[config.mk]
export PLATFORM = sky130hd
export DESIGN_NAME = leds_pattern_gen_flat
export DESIGN_NICKNAME = d
export VERILOG_FILES = /design/src/rtl/leds_pattern_gen_pkg.sv /design/src/rtl/leds_pattern_gen_if.sv /design/src/rtl/leds_pattern_gen_btn_sync_edge.sv /design/src/rtl/leds_pattern_gen.sv /design/src/flat_wrapper.sv
export SDC_FILE = /design/constraint.sdc
export NUM_CORES = 1
export LEC_CHECK = 0
export ABC_AREA = 1
export BUFFER_PORTS_ARGS = -buffer_cell sky130_fd_sc_hd__buf_4
export CAP_MARGIN = 20
export CORE_UTILIZATION = 36
export CTS_BUF_LIST = sky130_fd_sc_hd__clkbuf_2 sky130_fd_sc_hd__clkbuf_4 sky130_fd_sc_hd__clkbuf_8
export DETAILED_ROUTE_END_ITERATION = 10
export PLACE_DENSITY = 0.51
export SYNTH_ARGS = -nofsm -noshare
export SYNTH_HDL_FRONTEND = slang
export SYNTH_SLANG_ARGS = --single-unit
[constraint.sdc]
create_clock -name CLK100MHZ -period 5.65 [get_ports CLK100MHZ]
set_clock_uncertainty 0.05 [all_clocks]
set_input_delay 1.13 -clock CLK100MHZ [delete_from_list [all_inputs] [get_ports CLK100MHZ]]
set_output_delay 1.13 -clock CLK100MHZ [all_outputs]
set_load 0.01 [all_outputs]
[src/rtl/leds_pattern_gen_pkg.sv]
// leds_pkg: shared types for the LED pattern generator.
// No ports: mode codes, colour one-hots, level type, pin indices.
package leds_pkg;

  typedef enum logic [1:0] {
    MODE_SHIFT  = 2'b00,
    MODE_FLASH  = 2'b01,
    MODE_BOUNCE = 2'b10
  } mode_e;

  localparam int LVL_W = 2;
  typedef logic [LVL_W-1:0] lvl_t;
  localparam lvl_t LVL_MIN = 2'd0;
  localparam lvl_t LVL_MAX = 2'd3;

  typedef logic [2:0] col_t;
  localparam col_t COL_R = 3'b001;
  localparam col_t COL_G = 3'b010;
  localparam col_t COL_B = 3'b100;

  localparam int BTN_MODE = 0;
  localparam int BTN_COL  = 1;
  localparam int BTN_UP   = 2;
  localparam int BTN_DN   = 3;

  localparam int SW_RUN = 0;
  localparam int SW_DIR = 3;

  function automatic mode_e mode_next(
    input mode_e m
  );
    mode_e n;
    case (m)
      MODE_SHIFT:  n = MODE_FLASH;
      MODE_FLASH:  n = MODE_BOUNCE;
      default:     n = MODE_SHIFT;
    endcase
    return n;
  endfunction

  function automatic col_t col_next(
    input col_t c
  );
    return {c[1:0], c[2]};
  endfunction

endpackage

[src/rtl/leds_pattern_gen_if.sv]
// leds_pattern_gen_if: board-side bundle of switches, buttons, LEDs.
// Ports: i_sw, i_btn (toward core); o_led, o_led_r/g/b (from core).
interface leds_pattern_gen_if #(
  parameter int N_LEDS = 4,
  parameter int NB_SW  = 4,
  parameter int NB_BTN = 4
);

  logic [NB_SW-1:0]  i_sw;
  logic [NB_BTN-1:0] i_btn;
  logic [N_LEDS-1:0] o_led;
  logic [N_LEDS-1:0] o_led_r;
  logic [N_LEDS-1:0] o_led_g;
  logic [N_LEDS-1:0] o_led_b;

  modport master (
    output i_sw,
    output i_btn,
    input  o_led,
    input  o_led_r,
    input  o_led_g,
    input  o_led_b
  );

  modport slave (
    input  i_sw,
    input  i_btn,
    output o_led,
    output o_led_r,
    output o_led_g,
    output o_led_b
  );

endinterface

[src/rtl/leds_pattern_gen_btn_sync_edge.sv]
// btn_sync_edge: 2-flop synchroniser plus rising-edge pulse per bit.
// Ports: clk, rst_n (async low), i_d raw pins, o_rise 1-cycle pulses.
module btn_sync_edge #(
  parameter int W = 4
) (
  input  logic         clk,
  input  logic         rst_n,
  input  logic [W-1:0] i_d,
  output logic [W-1:0] o_rise
);

  logic [W-1:0] r_s1;
  logic [W-1:0] r_s2;
  logic [W-1:0] r_s3;

  always_ff @(posedge clk or negedge rst_n) begin
    if (!rst_n) begin
      r_s1 <= '0;
      r_s2 <= '0;
      r_s3 <= '0;
    end else begin
      r_s1 <= i_d;
      r_s2 <= r_s1;
      r_s3 <= r_s2;
    end
  end

  // r_s3 only remembers last level, so a held button fires once
  assign o_rise = r_s2 & ~r_s3;

endmodule

[src/rtl/leds_pattern_gen.sv]
// leds_pattern_gen: rotate/flash/bounce RGB LED driver with PWM dim.
// Ports: CLK100MHZ, ck_rst (async low), bus (slave: sw, btn, leds).
module leds_pattern_gen
  import leds_pkg::*;
#(
  parameter int N_LEDS     = 4,
  parameter int NB_COUNTER = 32,
  parameter int BASE_SHIFT = 22,
  parameter int NB_PWM     = 8,
  parameter int NB_SW      = 4,
  parameter int NB_BTN     = 4
) (
  input logic               CLK100MHZ,
  input logic               ck_rst,
  leds_pattern_gen_if.slave bus
);

  localparam logic [NB_COUNTER-1:0] CNT_ONE =
    NB_COUNTER'(1);
  localparam logic [N_LEDS-1:0] PAT_ONE =
    N_LEDS'(1);
  localparam logic [N_LEDS-1:0] STAT_RST =
    N_LEDS'(4'b1100);

  // switch synchroniser
  logic [NB_SW-1:0] r_sw_m;
  logic [NB_SW-1:0] r_sw;

  always_ff @(posedge CLK100MHZ or negedge ck_rst) begin
    if (!ck_rst) begin
      r_sw_m <= '0;
      r_sw   <= '0;
    end else begin
      r_sw_m <= bus.i_sw;
      r_sw   <= r_sw_m;
    end
  end

  // button edges
  logic [NB_BTN-1:0] w_rise;

  btn_sync_edge #(
    .W (NB_BTN)
  ) u_btn (
    .clk    (CLK100MHZ),
    .rst_n  (ck_rst),
    .i_d    (bus.i_btn),
    .o_rise (w_rise)
  );

  // lowest index wins; losers are dropped
  logic [NB_BTN-1:0] w_act;

  always_comb begin
    w_act = '0;
    if (w_rise[BTN_MODE])
      w_act[BTN_MODE] = 1'b1;
    else if (w_rise[BTN_COL])
      w_act[BTN_COL] = 1'b1;
    else if (w_rise[BTN_UP])
      w_act[BTN_UP] = 1'b1;
    else if (w_rise[BTN_DN])
      w_act[BTN_DN] = 1'b1;
  end

  // rate counter
  logic [NB_COUNTER-1:0] r_cnt;
  logic [NB_COUNTER-1:0] w_lim;
  logic                  w_tick;

  always_comb begin
    w_lim = (CNT_ONE << (BASE_SHIFT + int'(r_sw[2:1])))
          - CNT_ONE;
  end

  // >= so a rate drop below the count ticks at once
  assign w_tick = r_sw[SW_RUN] & (r_cnt >= w_lim);

  always_ff @(posedge CLK100MHZ or negedge ck_rst) begin
    if (!ck_rst)
      r_cnt <= '0;
    else if (w_tick)
      r_cnt <= '0;
    else if (r_sw[SW_RUN])
      r_cnt <= r_cnt + CNT_ONE;
  end

  // pattern next-state on tick
  mode_e             r_mode;
  logic [N_LEDS-1:0] r_pat;
  logic              r_dir_up;
  col_t              r_col;
  lvl_t              r_lvl;
  logic [N_LEDS-1:0] w_pat_nxt;
  logic              w_dir_nxt;

  always_comb begin
    w_pat_nxt = r_pat;
    w_dir_nxt = r_dir_up;
    unique case (r_mode)
      MODE_SHIFT: begin
        if (r_sw[SW_DIR])
          w_pat_nxt = {r_pat[N_LEDS-2:0],
                       r_pat[N_LEDS-1]};
        else
          w_pat_nxt = {r_pat[0],
                       r_pat[N_LEDS-1:1]};
      end
      MODE_FLASH: begin
        w_pat_nxt = ~r_pat;
      end
      MODE_BOUNCE: begin
        if (r_dir_up) begin
          if (r_pat[N_LEDS-1]) begin
            w_pat_nxt = r_pat >> 1;
            w_dir_nxt = 1'b0;
          end else begin
            w_pat_nxt = r_pat << 1;
          end
        end else begin
          if (r_pat[0]) begin
            w_pat_nxt = r_pat << 1;
            w_dir_nxt = 1'b1;
          end else begin
            w_pat_nxt = r_pat >> 1;
          end
        end
      end
      default: ;
    endcase
  end

  // mode FSM with pattern, colour and level
  mode_e w_mode_nxt;
  assign w_mode_nxt = mode_next(r_mode);

  always_ff @(posedge CLK100MHZ or negedge ck_rst) begin
    if (!ck_rst) begin
      r_mode   <= MODE_SHIFT;
      r_pat    <= PAT_ONE;
      r_dir_up <= 1'b1;
      r_col    <= COL_R;
      r_lvl    <= LVL_MAX;
    end else begin
      unique case (1'b1)
        w_act[BTN_MODE]: begin
          r_mode   <= w_mode_nxt;
          r_dir_up <= 1'b1;
          if (w_mode_nxt == MODE_FLASH)
            r_pat <= '1;
          else
            r_pat <= PAT_ONE;
        end
        w_act[BTN_COL]: begin
          r_col <= col_next(r_col);
        end
        w_act[BTN_UP]: begin
          if (r_lvl != LVL_MAX)
            r_lvl <= r_lvl + lvl_t'(1);
        end
        w_act[BTN_DN]: begin
          if (r_lvl != LVL_MIN)
            r_lvl <= r_lvl - lvl_t'(1);
        end
        default: ;
      endcase
      // a mode change swallows a coincident tick
      if (w_tick && !w_act[BTN_MODE]) begin
        r_pat    <= w_pat_nxt;
        r_dir_up <= w_dir_nxt;
      end
    end
  end

  // PWM
  logic [NB_PWM-1:0] r_pwm;
  logic [NB_PWM:0]   w_thr;
  logic              w_pwm_on;

  always_ff @(posedge CLK100MHZ or negedge ck_rst) begin
    if (!ck_rst)
      r_pwm <= '0;
    else
      r_pwm <= r_pwm + NB_PWM'(1);
  end

  // extra bit lets level 3 reach full scale
  always_comb begin
    w_thr = ((NB_PWM+1)'(r_lvl) + (NB_PWM+1)'(1))
          << (NB_PWM-2);
  end

  assign w_pwm_on = {1'b0, r_pwm} < w_thr;

  // output registers
  logic [N_LEDS-1:0] w_lit;
  logic [N_LEDS-1:0] w_stat;
  logic [N_LEDS-1:0] r_led;
  logic [N_LEDS-1:0] r_led_r;
  logic [N_LEDS-1:0] r_led_g;
  logic [N_LEDS-1:0] r_led_b;

  assign w_lit = r_pat & {N_LEDS{w_pwm_on}};

  always_comb begin
    w_stat      = '0;
    w_stat[3:0] = {r_lvl, r_mode};
  end

  always_ff @(posedge CLK100MHZ or negedge ck_rst) begin
    if (!ck_rst) begin
      r_led   <= STAT_RST;
      r_led_r <= '0;
      r_led_g <= '0;
      r_led_b <= '0;
    end else begin
      r_led   <= w_stat;
      r_led_r <= (r_col == COL_R) ? w_lit : '0;
      r_led_g <= (r_col == COL_G) ? w_lit : '0;
      r_led_b <= (r_col == COL_B) ? w_lit : '0;
    end
  end

  assign bus.o_led   = r_led;
  assign bus.o_led_r = r_led_r;
  assign bus.o_led_g = r_led_g;
  assign bus.o_led_b = r_led_b;

endmodule

[src/flat_wrapper.sv]
// flat-port wrapper written by rule: the top's interface ports become plain ports
module leds_pattern_gen_flat import leds_pkg::*;
#(
  parameter int N_LEDS     = 4,
  parameter int NB_COUNTER = 32,
  parameter int BASE_SHIFT = 22,
  parameter int NB_PWM     = 8,
  parameter int NB_SW      = 4,
  parameter int NB_BTN     = 4
)
  (CLK100MHZ, ck_rst, bus_i_sw, bus_i_btn, bus_o_led, bus_o_led_r, bus_o_led_g, bus_o_led_b);
  leds_pattern_gen_if #(.N_LEDS(N_LEDS), .NB_SW(NB_SW), .NB_BTN(NB_BTN)) bus_i ();
  input logic CLK100MHZ;
  input logic ck_rst;
  input wire logic [$bits(bus_i.i_sw)-1:0] bus_i_sw;
  input wire logic [$bits(bus_i.i_btn)-1:0] bus_i_btn;
  output wire logic [$bits(bus_i.o_led)-1:0] bus_o_led;
  output wire logic [$bits(bus_i.o_led_r)-1:0] bus_o_led_r;
  output wire logic [$bits(bus_i.o_led_g)-1:0] bus_o_led_g;
  output wire logic [$bits(bus_i.o_led_b)-1:0] bus_o_led_b;
  assign bus_i.i_sw = bus_i_sw;
  assign bus_i.i_btn = bus_i_btn;
  assign bus_o_led = bus_i.o_led;
  assign bus_o_led_r = bus_i.o_led_r;
  assign bus_o_led_g = bus_i.o_led_g;
  assign bus_o_led_b = bus_i.o_led_b;
  leds_pattern_gen #(.N_LEDS(N_LEDS), .NB_COUNTER(NB_COUNTER), .BASE_SHIFT(BASE_SHIFT), .NB_PWM(NB_PWM), .NB_SW(NB_SW), .NB_BTN(NB_BTN)) u_core (.CLK100MHZ(CLK100MHZ), .ck_rst(ck_rst), .bus(bus_i));
endmodule
* Yosys cells after proc, flatten, opt, wreduce, memory -nomap -nowiden
Cells that the tools add are included.
Storage, ports and cells: register bits after elaboration 88, bits of input ports 10, word-level logic and storage cells 82
Operators by class: add/subtract/negate cells 7, $lt $le $gt $ge 2, equal/unequal tests 11, shift operators 1, multiplexer cells 30, bitwise gates (word level) 5, reduce and logical (&&, ||, !) cells 10
Operator list (count):
- 2-to-1 mux 32 bit | 2
- 2-to-1 mux 4 bit | 10
- adder 32 x 1 -> 32 bit (second input constant) | 1
- greater-or-equal comparator 32 bit | 1
- << shifter 1 x 32 -> 32 bit (first input constant) | 1
- subtractor 32 x 1 -> 32 bit (second input constant) | 1
- case mux 4 bit (3 select lines) | 1
- 2-to-1 mux 1 bit | 11
- < comparator 8 x 9 -> 1 bit | 1
- adder 8 x 1 -> 8 bit (second input constant) | 1
- AND 4 bit | 2
- != test 2 bit (second input constant) | 4
- inverter 4 bit | 2
- case mux 2 bit (2 select lines) | 2
- nonzero test 2 bit | 4
- adder 5 x 2 -> 6 bit (first input constant) | 1
- 2-to-1 mux 2 bit | 3
- equality test 2 x 1 -> 1 bit (second input constant) | 2
- != test 4 bit (second input constant) | 1
- AND reduction 2 bit | 2
- adder 2 x 1 -> 3 bit (second input constant) | 1
- equality test 3 x 1 -> 1 bit (second input constant) | 1
- equality test 3 x 2 -> 1 bit (second input constant) | 1
- equality test 3 bit (second input constant) | 1
- 9 further kinds | 9

* Depth between registers and ports, before layout
Gate-level depths: netlist of run 1.
depth in word-level cells 8, depth in mapped cells 15

* Modules after synthesis
From an unflattened synthesis of run 1, not the netlist that was laid out.
Unflattened totals: cells, all modules 437, area total of the unflattened synthesis 4006.3 um^2
By module, submodules not included:
- leds_pattern_gen | times used 1, cells each 417, area each 3666.0 um^2, sequential area each 1910.6 um^2
- btn_sync_edge | times used 1, cells each 20, area each 340.3 um^2, sequential area each 300.3 um^2

* Worst setup path after synthesis of run 1
Ideal clock, no wire load.
path type register -> register, start point reg u_core.r_lvl[0], end point reg u_core.r_led_b[0] (netlist: u_core.bus.o_led_b[0]), library setup time 73 ps, arrival 1743 ps, path slack 3784 ps, cell stages (with the launch flop) 9, path buffers 0, cells stage by stage dfstp_2 -> inv_1 -> ha_1 -> inv_1 -> ha_1 -> o21a_1 -> o21ai_0 -> nand2_1 -> nor2_1
Between the ends: longest elaborated chain between the ends 4
RTL lines:
- from (decl) | line leds_pattern_gen.sv:93 | lvl_t r_lvl;
- from (signal assigned) | line leds_pattern_gen.sv:159 | r_lvl <= r_lvl + lvl_t'(1);
- from (signal assigned) | line leds_pattern_gen.sv:163 | r_lvl <= r_lvl - lvl_t'(1);
- adder 2 x 1 -> 3 bit | line leds_pattern_gen.sv:189 | w_thr = ((NB_PWM+1)'(r_lvl) + (NB_PWM+1)'(1))
- via u_core.w_thr[6] | line leds_pattern_gen.sv:177 | logic [NB_PWM:0] w_thr;
- < comparator 8 x 9 -> 1 bit | line leds_pattern_gen.sv:193 | assign w_pwm_on = {1'b0, r_pwm} < w_thr;
- AND 4 bit | line leds_pattern_gen.sv:203 | assign w_lit = r_pat & {N_LEDS{w_pwm_on}};
- 2-to-1 mux 4 bit | line leds_pattern_gen.sv:220 | r_led_b <= (r_col == COL_B) ? w_lit : '0;
- to (signal assigned) | line leds_pattern_gen.sv:220
- to (decl) | line leds_pattern_gen.sv:201 | logic [N_LEDS-1:0] r_led_b;
The timed path passes the listed nets, and every way through them passes these cells. A chain may end at the register's enable or synchronous reset.

* Worst setup path in the final report of run 1
start point reg u_core.r_led[2] (netlist: u_core.bus.o_led[2]), end point out bus_o_led[2]
RTL lines:
- from (decl) | line leds_pattern_gen.sv:198 | logic [N_LEDS-1:0] r_led;
- from (signal assigned) | line leds_pattern_gen.sv:217 | r_led <= w_stat;
- to (decl) | line flat_wrapper.sv:17 | output wire logic [$bits(bus_i.o_led)-1:0] bus_o_led;
No word-level cell between the ends.

==> results of run 1 <==
-- per-stage QoR --
step	utilization, %	cells
CTS	42.71	621
global placement	40.39	605
finish	42.71	621
detailed placement	40.39	605
global route	42.71	621
floorplan	-	443
-- flip-flops by register name, indices dropped and copies added, names as in the netlist, 3 cells and up --
signal	cells
u_core.bus.o_led_r	4
u_core.r_sw	4
u_core.bus.o_led_b	4
u_core.r_sw_m	4
u_core.r_cnt	32
u_core.bus.o_led_g	4
u_core.u_btn.r_s2	4
u_core.r_pwm	8
u_core.r_col	3
u_core.u_btn.r_s1	4
u_core.u_btn.r_s3	4
u_core.bus.o_led	4
u_core.r_pat	4
-- final cells by class --
cell class / count / area [µm²]
multi-input cells: 290 / 1578
inverters: 61 / 239.0
clock inverters: 6 / 115.1
fillers: 1075 / 6237
clock buffers: 10 / 137.6
flip-flops and latches: 88 / 2211
well taps: 140 / 175.2
repair buffers: 26 / 195.2
-- routing by layer --
layer / part of all wire [%] / vias to the layer above
met2: 46 / 36
met4: 1.3 / 0
met5: 0 / -
met1: 49 / 1373
met3: 3.2 / 9
li1: - / 1458
-- final timing paths --
path,startpoint,endpoint,slack [ns],cells after the start
setup / recovery,u_core.bus.o_led[2]$_DFF_PN1_,bus_o_led[2],3.47,1
hold / removal,u_core.u_btn.r_s1[1]$_DFF_PN0_,u_core.u_btn.r_s2[1]$_DFF_PN0_,0.30,0
setup reg to reg,u_core.r_lvl[0]$_DFFE_PN1P_,u_core.bus.o_led_b[1]$_DFF_PN0_,3.50,8
hold reg to reg,u_core.u_btn.r_s1[1]$_DFF_PN0_,u_core.u_btn.r_s2[1]$_DFF_PN0_,0.30,0
max in group asynchronous,ck_rst,u_core.bus.o_led_r[2]$_DFF_PN0_,3.87,2
min in group asynchronous,ck_rst,u_core.r_cnt[14]$_DFFE_PN0P_,0.65,1
-- power groups by stage --
stage / Combinational [mW] / Sequential [mW] / Clock, mW
2_1_floorplan: 0.227 / 0.780 / 0
3_3_place_gp: 0.312 / 0.795 / 0
3_5_place_dp: 0.315 / 0.796 / 0
4_1_cts: 0.319 / 0.783 / 0.556
5_1_grt: 0.370 / 0.796 / 0.578
6_report: 0.314 / 0.782 / 0.537
-- placed cells by master, fill, tap and decap left out, drive strengths merged --
cell      netlist  final
nand2          87     87
inv            61     62
clkinv          0      1
clkbuf          2     10
or2             1      1
bufinv          0      3
o21a            1      1
a31oi           1      1
nor3b           5      5
nand3          28     28
a21o            1      1
a21oi          10     10
dfrtp          81     81
dfstp           7      7
buf             2     26
ha             16     16
nor2           71     71
nand4           9      9
a211oi          2      2
o211ai          2      2
conb            2      4
xnor2           8      8
o22ai           2      2
nor3            9      9
xor2            8      8
clkinvlp        0      1
o21ai          25     25
-- cell families (layout without fill, tap and decap cells) --
logic type                 Yosys count  count (layout)
AOI/OAI and AO/OA                   44              44
buffers and inverters               65             103
adders and majority gates           16              16
xor gates and xnor gates            16              16
and+or+nand+nor                    210             210
other                                2               4
DFF                                 88              88
==> flow_metrics.py, run 1 <==
metrics = {
    "run_status": {
        "status": "completed",
    },
    "critical_path": {
        "crit_path_cell_trace": "buf_4",
        "cp_num_buf_inv": 1,
        "crit_type": "flip-flop to output port",
        "cp-end-kind": "output port",
        "startpoint_type": "flip-flop",
        "cp.arrival_ns": 1.00,
        "required_ns": 4.47,
        "critPathMaxFanout": 1,
        "critical-path-slowest-cell": "dfstp_2",
        "critical-path-top-delay-family": "flip-flops",
        "critical-path-max-stage-delay_ns": 0.54,
    },
    "floorplanning": {
        "io_pins": 26,
        "die_area_mm2": 0.01168,
        "start_util_pct": 37.20,
        "core-area_mm2": 0.01089,
        "die_h_um": 108.1,
        "row_count": 38,
        "die_w_um": 108.1,
    },
    "pwr": {
        "powerDensity_mw_per_mm2": 351.3,
        "power_mw": 1.634,
        "p_switching_mw": 0.4890,
        "combPwrFrac_pct": 19.2,
        "p_leak_nw": 2.278,
        "p_int_mw": 1.145,
        "clkPwrFrac_pct": 32.9,
        "ir_drop_mv": 0.1970,
        "pwr-share-seq_pct": 47.9,
        "switching_share_pct": 29.94,
    },
    "place": {
        "numPortBuffers": 25,
        "routabilityCongestion": 0.8222,
        "pre_cts_ws_ns": 3.378,
        "placedInstanceArea_mm2": 0.004398,
        "dpl.hpwl_um": 5142,
    },
    "logic_synthesis": {
        "syn_inst": 441,
        "syn_area_mm2": 0.004050,
        "synth_cell_types": 36,
        "synthAdderAreaFrac_pct": 4.943,
        "synth_top_family_by_area": "simple AND/OR/NAND/NOR gates",
        "synth_flop_cell": "dfrtp_1",
        "synth_simple_gate_area_share_pct": 24.19,
        "synth.most_common_cell": "nand2_1",
        "synth-async-reset-ratio_pct": 100.0,
        "synth-edff-count": 0,
        "avgSynthCellArea_um2": 9.184,
        "synth_area_leaders": "dfrtp_1, nand2_1, nor2_1, inv_1, ha_1",
        "yosys_warnings": 0,
        "synth_xor_area_share_pct": 3.460,
        "synth_top_area_cell": "dfrtp_1",
        "synth_commonest_cells": "nand2_1, dfrtp_1, nor2_1",
        "synth_compound_area_share_pct": 5.993,
        "synth.mux.area_fraction_pct": 0,
        "ys_ff_latch": 88,
        "ys_seq_area_share_pct": 54.59,
        "synth.top_cell.area_share_pct": 50.05,
    },
    "global_route": {
        "grt_max_degree": 58,
        "antenna_found_initial": 0,
        "grt_pass1_wl_um": 13370,
        "busiest_layer": "met2",
        "grt_use_met3_pct": 4.159,
        "track_usage_pct": 14.66,
        "grt_overflow_total": 0,
        "use_met2_pct": 23.48,
        "grt_pass1_vias": 2891,
        "use_met1_pct": 19.07,
    },
    "cts": {
        "cts_resized": 0,
        "cts_sinks": 88,
        "numCtsBuffers": 9,
        "post_cts_buffers": 0,
        "clockRootBuffer": "clkbuf_8",
        "clk_pin_slew_worst_paths_ns": 0.09,
        "cts_tree": "yes",
        "clockBufferDepth": 2,
        "insertion_delay_ns": 0.36,
        "h-tree-depth": 3,
        "ctsHoldBuffers": 0,
    },
    "sta": {
        "fin_tns_setup_ns": 0,
        "slew_viol_final": 0,
        "period_needed_ns": 2.184,
        "setup_viol": 0,
        "rsz0062_at_grt": "no",
        "fmax_mhz": 457.9,
        "postLayoutSetupSlackWorst_ns": 3.466,
        "worstMarginPinSlew_ns": 0.7808,
        "final.period_utilization_pct": 38.66,
        "hold_violations": 0,
        "relSlewSlack_pct": 47.95,
        "whs_ns": 0.3038,
    },
    "detailed_routing": {
        "drt_wl_total_um": 7308,
        "drt-initial-drc-count": 179,
        "ant_nets": 0,
        "via_count": 2876,
        "via_per_inst": 4.631,
        "drtPass1Iterations": 5,
        "avgRoutedWirePerCell_um": 11.77,
        "drc": 0,
    },
    "layout": {
        "drive_gt1_share_pct": 15.38,
        "final_nets": 502,
        "num_antenna_cells": 0,
        "postLayoutCellArea_mm2": 0.004651,
        "area_growth_pct": 14.83,
    },
    "flow_run": {
        "max_cap_violations": 0,
    },
    "hold_path": {
        "hp-class": "flip-flop to flip-flop",
    },
}
(Power assumes the default switching activity.)
==> run 2, diff against run 1 <==
clock period = 2.15 ns   (was 5.65 ns; I/O delays follow)
==> flow_metrics.py, run 2 (synthesis results as in run 1) <==
metrics = {
    "run_status": {
        "status": "completed",
    },
    "cts": {
        "h-tree-depth": 3,
        "cts_tree": "yes",
        "clockBufferDepth": 2,
        "clk_pin_slew_worst_paths_ns": 0.09,
        "clockRootBuffer": "clkbuf_8",
        "numCtsBuffers": 9,
        "insertion_delay_ns": 0.35,
        "cts_sinks": 88,
    },
    "detailed_routing": {
        "ant_nets": 0,
        "drt-initial-drc-count": 140,
        "drt_wl_total_um": 7489,
        "via_per_inst": 4.662,
        "avgRoutedWirePerCell_um": 11.98,
        "drtPass1Iterations": 4,
        "drc": 0,
        "via_count": 2914,
    },
    "flow_run": {
        "max_cap_violations": 0,
    },
    "floorplanning": {
        "row_count": 38,
        "die_h_um": 108.1,
        "die_w_um": 108.1,
        "die_area_mm2": 0.01168,
        "core-area_mm2": 0.01089,
        "start_util_pct": 37.20,
        "io_pins": 26,
    },
    "sta": {
        "period_needed_ns": 1.968,
        "fmax_mhz": 508.2,
        "final.period_utilization_pct": 91.52,
        "postLayoutSetupSlackWorst_ns": 0.1823,
        "hold_violations": 0,
        "slew_viol_final": 0,
        "setup_viol": 0,
    },
    "place": {
        "numPortBuffers": 25,
        "dpl.hpwl_um": 5397,
        "placedInstanceArea_mm2": 0.004433,
        "routabilityCongestion": 0.8336,
        "pre_cts_ws_ns": 0.1171,
    },
    "critical_path": {
        "reg2reg_slack_ns": 0.18,
        "rr_startpoint": "u_core.r_cnt[23]$_DFFE_PN0P_",
        "startpoint_type": "flip-flop",
        "required_ns": 2.34,
        "cpMostUsedCell": "nand2_1",
        "timing.rr.end": "u_core.r_pat[3]$_DFFE_PN0P_",
        "critical-path-max-stage-delay_ns": 0.42,
        "endpoint": "u_core.r_pat[3]$_DFFE_PN0P_",
        "critical-path-slowest-cell": "dfrtp_1",
        "cp.arrival_ns": 2.16,
        "critPathMaxFanout": 6,
        "crit_type": "flip-flop to flip-flop",
        "crit_path_cell_trace": "ha_1 -> nand2_1 -> nor2_1 -> inv_1 -> nor2_1 -> nand3_2 -> nand3_4 -> nand3_2 -> nand2_2 -> inv_2 -> nand2_1 -> nand2_1",
        "cp-startpoint": "u_core.r_cnt[23]$_DFFE_PN0P_",
        "reg2reg_depth": 12,
        "cp-end-kind": "flip-flop",
    },
    "layout": {
        "postLayoutCellArea_mm2": 0.004656,
        "final_nets": 506,
        "num_antenna_cells": 0,
        "reg_top3": "u_core.r_cnt x32, u_core.r_pwm x8",
        "area_growth_pct": 14.95,
        "largest_reg_flops": 32,
        "layout_commonest_cell": "nand2_1",
        "nFillCells": 1099,
        "drive_gt1_share_pct": 16.29,
        "top_register": "u_core.r_cnt",
        "final_cell_mix": "nand2_1, dfrtp_1, nor2_1, inv_1, buf_4",
    },
    "pwr": {
        "ir_drop_mv": 0.5632,
        "powerDensity_mw_per_mm2": 859.3,
        "p_leak_nw": 2.273,
    },
    "global_route": {
        "grt_max_degree": 35,
        "grt_pass1_vias": 2845,
        "grt_pass1_wl_um": 13040,
        "track_usage_pct": 14.43,
        "grt_overflow_total": 0,
        "antenna_found_initial": 0,
    },
    "hold_path": {
        "hp-class": "input pin to flip-flop",
    },
}
run 2: worst max-delay path, delay by kind of cell (launching register included):
kind	cells	cell delay, ns
adders and majority gates	1	0.32
DFF	1	0.42
buffers and inverters	2	0.10
and+or+nand+nor	9	0.98
run 2: power by group:
part	switching [mW]	internal, mW
clock	0.580	0.480
sequential	0.183	1.87
combinational	0.532	0.353
run 2: worst min-delay path by stage:
| stage | start | end | slack [ns] | depth (start not counted) |
|---|---|---|---|---|
| final | bus_i_sw[2] | u_core.r_sw_m[2]$_DFF_PN0_ | 0.13 | 1 |
| after floorplan | ck_rst | u_core.bus.o_led[0]$_DFF_PN0_ | 0.08 | 0 |
| after CTS | bus_i_sw[2] | u_core.r_sw_m[2]$_DFF_PN0_ | 0.11 | 1 |
| after global placement | u_core.u_btn.r_s1[0]$_DFF_PN0_ | u_core.u_btn.r_s2[0]$_DFF_PN0_ | 0.28 | 0 |
| after detailed placement | u_core.r_sw_m[2]$_DFF_PN0_ | u_core.r_sw[2]$_DFF_PN0_ | 0.28 | 0 |
| after global routing | bus_i_sw[3] | u_core.r_sw_m[3]$_DFF_PN0_ | 0.11 | 1 |
run 2: per-stage QoR:
stage / std cells / total power, mW / utilization (%) / setup TNS, ns / hold slack (ns)
floorplan: 443 / 2.647 / - / 0 / 0.08441
global placement: 608 / 2.936 / 40.71 / 0 / 0.2837
detailed placement: 608 / 2.962 / 40.71 / 0 / 0.2847
CTS: 625 / 4.040 / 42.47 / 0 / 0.1132
global route: 625 / 4.292 / 42.76 / -0.0006424 / 0.1053
finish: 625 / 4.001 / 42.76 / 0 / 0.1283
run 2: area by class of cell:
| class | count | area, µm² | area share [%] |
|---|---|---|---|
| tap | 140 | 175.2 | 3.762 |
| clock inverter | 4 | 28.78 | 0.6181 |
| timing repair buffer | 30 | 240.2 | 5.160 |
| inverter | 61 | 246.5 | 5.294 |
| sequential | 88 | 2211 | 47.49 |
| multi-input combinational | 290 | 1602 | 34.40 |
| clock buffer | 12 | 152.6 | 3.279 |
run 2: layer usage:
metal | share of wire [%] | vias to the layer above | GRT usage (%) | wire length (µm)
li1 | - | 1468 | - | -
met1 | 48 | 1392 | 18.26 | 3626
met2 | 47 | 46 | 24.25 | 3510
met3 | 3.4 | 8 | 3.918 | 258
met4 | 1.2 | 0 | 3.914 | 93
met5 | 0 | - | 0 | 0
run 2: what timing repair did:
| action | CTS | global route |
|---|---|---|
| resized for setup | 0 | 6 |
| hold endpoints to repair | 27 | 0 |
| endpoints found under the setup margin | 0 | 13 |
| hold buffers | 1 | 0 |
| setup buffers | 0 | 0 |
==> run 3, diff against run 2 <==
BUFFER_PORTS_ARGS = -buffer_cell sky130_fd_sc_hd__buf_2   (was -buffer_cell sky130_fd_sc_hd__buf_4)
CORE_UTILIZATION = 30   (was 36)
PLACE_DENSITY = 0.44   (was 0.51)
SYNTH_HIERARCHICAL = 1   (was not set)
==> flow_metrics.py, run 3 <==
metrics = {
    "logic_synthesis": {
        "synth-edff-count": 0,
        "synthAdderAreaFrac_pct": 4.685,
        "synth_compound_area_share_pct": 6.465,
        "synth_top_family_by_area": "simple AND/OR/NAND/NOR gates",
        "synth_flop_cell": "dfrtp_1",
        "synth.mux.area_fraction_pct": 0,
        "syn_area_mm2": 0.004006,
        "ys_ff_latch": 88,
        "synth_area_leaders": "dfrtp_1, nand2_1, inv_1, nor2_1, ha_1",
        "synth_commonest_cells": "dfrtp_1, nand2_1, inv_1, nor2_1, nand3_1",
        "synth_simple_gate_area_share_pct": 23.05,
        "ys_seq_area_share_pct": 55.18,
        "synth.most_common_cell": "dfrtp_1",
        "synth.top_cell.area_share_pct": 50.59,
        "syn_inst": 437,
        "synth_xor_area_share_pct": 3.935,
        "yosys_warnings": 6,
        "avgSynthCellArea_um2": 9.168,
        "synth_cell_types": 35,
        "synth_top_area_cell": "dfrtp_1",
        "synth-async-reset-ratio_pct": 100.0,
    },
    "detailed_routing": {
        "drt_wl_total_um": 7510,
        "ant_nets": 0,
        "avgRoutedWirePerCell_um": 11.45,
        "via_per_inst": 4.399,
        "drt-initial-drc-count": 187,
        "drtPass1Iterations": 4,
        "drc": 0,
        "via_count": 2886,
    },
    "global_route": {
        "grt_pass1_vias": 2802,
        "grt_pass1_wl_um": 13280,
        "track_usage_pct": 12.08,
        "grt_max_degree": 76,
        "grt_overflow_total": 0,
        "antenna_found_initial": 0,
    },
    "hold_path": {
        "hp-class": "input pin to flip-flop",
    },
    "critical_path": {
        "startpoint_type": "flip-flop",
        "critical-path-slowest-cell": "dfstp_2",
        "critical-path-max-stage-delay_ns": 0.59,
        "critPathMaxFanout": 5,
        "required_ns": 2.40,
        "cp.arrival_ns": 2.21,
        "crit_path_cell_trace": "inv_1 -> ha_1 -> inv_1 -> ha_1 -> o21a_1 -> o21ai_1 -> buf_4 -> nand2_1 -> nor2_1",
        "cp-end-kind": "flip-flop",
        "crit_type": "flip-flop to flip-flop",
    },
    "place": {
        "pre_cts_ws_ns": 0.09916,
        "routabilityCongestion": 0.8339,
        "dp.cells": 636,
        "dpl.hpwl_um": 5288,
        "numPortBuffers": 25,
        "placedInstanceArea_mm2": 0.004369,
    },
    "floorplanning": {
        "die_w_um": 117.6,
        "io_pins": 26,
        "row_count": 41,
        "start_util_pct": 31.24,
        "die_area_mm2": 0.01382,
        "core-area_mm2": 0.01282,
        "die_h_um": 117.6,
    },
    "pwr": {
        "p_leak_nw": 2.220,
        "power_mw": 4.129,
        "powerDensity_mw_per_mm2": 895.4,
        "ir_drop_mv": 0.4817,
    },
    "sta": {
        "setup_viol": 0,
        "postLayoutSetupSlackWorst_ns": 0.1815,
        "rsz0062_at_grt": "no",
        "fmax_mhz": 508.0,
        "slew_viol_final": 0,
        "hold_violations": 0,
        "fin_tns_setup_ns": 0,
        "period_needed_ns": 1.969,
        "whs_ns": 0.1167,
        "final.period_utilization_pct": 91.56,
    },
    "cts": {
        "cts_tree": "yes",
        "clk_pin_slew_worst_paths_ns": 0.09,
        "h-tree-depth": 3,
        "numCtsBuffers": 9,
        "cts_sinks": 88,
        "clockBufferDepth": 2,
        "clockRootBuffer": "clkbuf_8",
        "insertion_delay_ns": 0.36,
    },
    "layout": {
        "reg_top3": "u_core/r_cnt x32, u_core/r_pwm x8",
        "final_nets": 504,
        "largest_reg_flops": 32,
        "register_area_mm2": 0.002212,
        "final_cell_mix": "dfrtp_1, nand2_1, inv_1, nor2_1, nand3_1",
        "instances_no_fill": 656,
        "num_antenna_cells": 0,
        "multiInputGateArea_mm2": 0.001543,
        "drive_gt1_share_pct": 17.98,
        "final_util_pct": 35.96,
        "nFillCells": 1324,
        "postLayoutCellArea_mm2": 0.004612,
        "layout_commonest_cell": "dfrtp_1",
        "area_growth_pct": 15.12,
        "top_register": "u_core/r_cnt",
    },
    "flow_run": {
        "max_cap_violations": 0,
    },
    "run_status": {
        "status": "completed",
    },
}
## run 3: final timing paths
| check | start | to | slack [ns] | cells past startpoint |
|---|---|---|---|---|
| min reg2reg | u_core/u_btn/r_s1[3]$_DFF_PN0_ | u_core/u_btn/r_s2[3]$_DFF_PN0_ | 0.30 | 0 |
| min | bus_i_btn[2] | u_core/u_btn/r_s1[2]$_DFF_PN0_ | 0.12 | 1 |
| max | u_core/r_lvl[0]$_DFFE_PN1P_ | u_core/bus.o_led_b[2]$_DFF_PN0_ | 0.18 | 9 |
| max in group asynchronous | ck_rst | u_core/r_dir_up$_DFFE_PN1P_ | 0.98 | 3 |
| max reg2reg | u_core/r_lvl[0]$_DFFE_PN1P_ | u_core/bus.o_led_b[2]$_DFF_PN0_ | 0.18 | 9 |
| min in group asynchronous | ck_rst | u_core/r_cnt[25]$_DFFE_PN0P_ | 0.41 | 2 |
## run 3: area by class of cell
class	count	share of cell area (%)
repair buffers	33	4.395
well taps	172	4.666
clock buffers	12	3.310
inverters	61	5.019
clock inverters	4	1.194
multi-input cells	286	33.45
flip-flops and latches	88	47.97
## run 3: where the power goes
part | internal (mW) | switching, mW | leakage (nW)
Clock | 0.601 | 0.584 | 0.104
Combinational | 0.339 | 0.537 | 0.996
Sequential | 1.87 | 0.192 | 1.12
Total | 2.82 | 1.31 | 2.22
## run 3: worst max-delay path: cells and delay by family, from the launching register on
kind / cells / cell delay [ns]
AND/OR/NAND/NOR: 2 / 0.21
buffers and inverters: 3 / 0.28
flip-flops: 1 / 0.59
adder cells (fa/ha/maj): 2 / 0.53
AO/OA/AOI/OAI: 2 / 0.24
## run 3: cells by family (layout without fill, tap and decap cells)
kind of cell	count (synthesis)	after routing
and+or+nand+nor	203	203
buffers and inverters	65	110
adders and majority gates	15	15
other	2	4
xor gates and xnor gates	18	18
AOI/OAI and AO/OA	46	46
DFF	88	88
## run 3: routing by layer
layer / global-route usage, % / vias to the layer above / wire (µm)
met3: 4.021 / 10 / 259
met4: 4.407 / 0 / 116
met5: 0 / - / 0
met1: 15.17 / 1373 / 3618
li1: - / 1466 / -
met2: 19.30 / 37 / 3516
## run 3: repair_timing
item	4_1_cts	5_1_grt
endpoints found under the hold margin	13	0
setup buffers	0	3
hold buffers	1	0
endpoints found under the setup margin	0	23
gates resized for setup	0	4
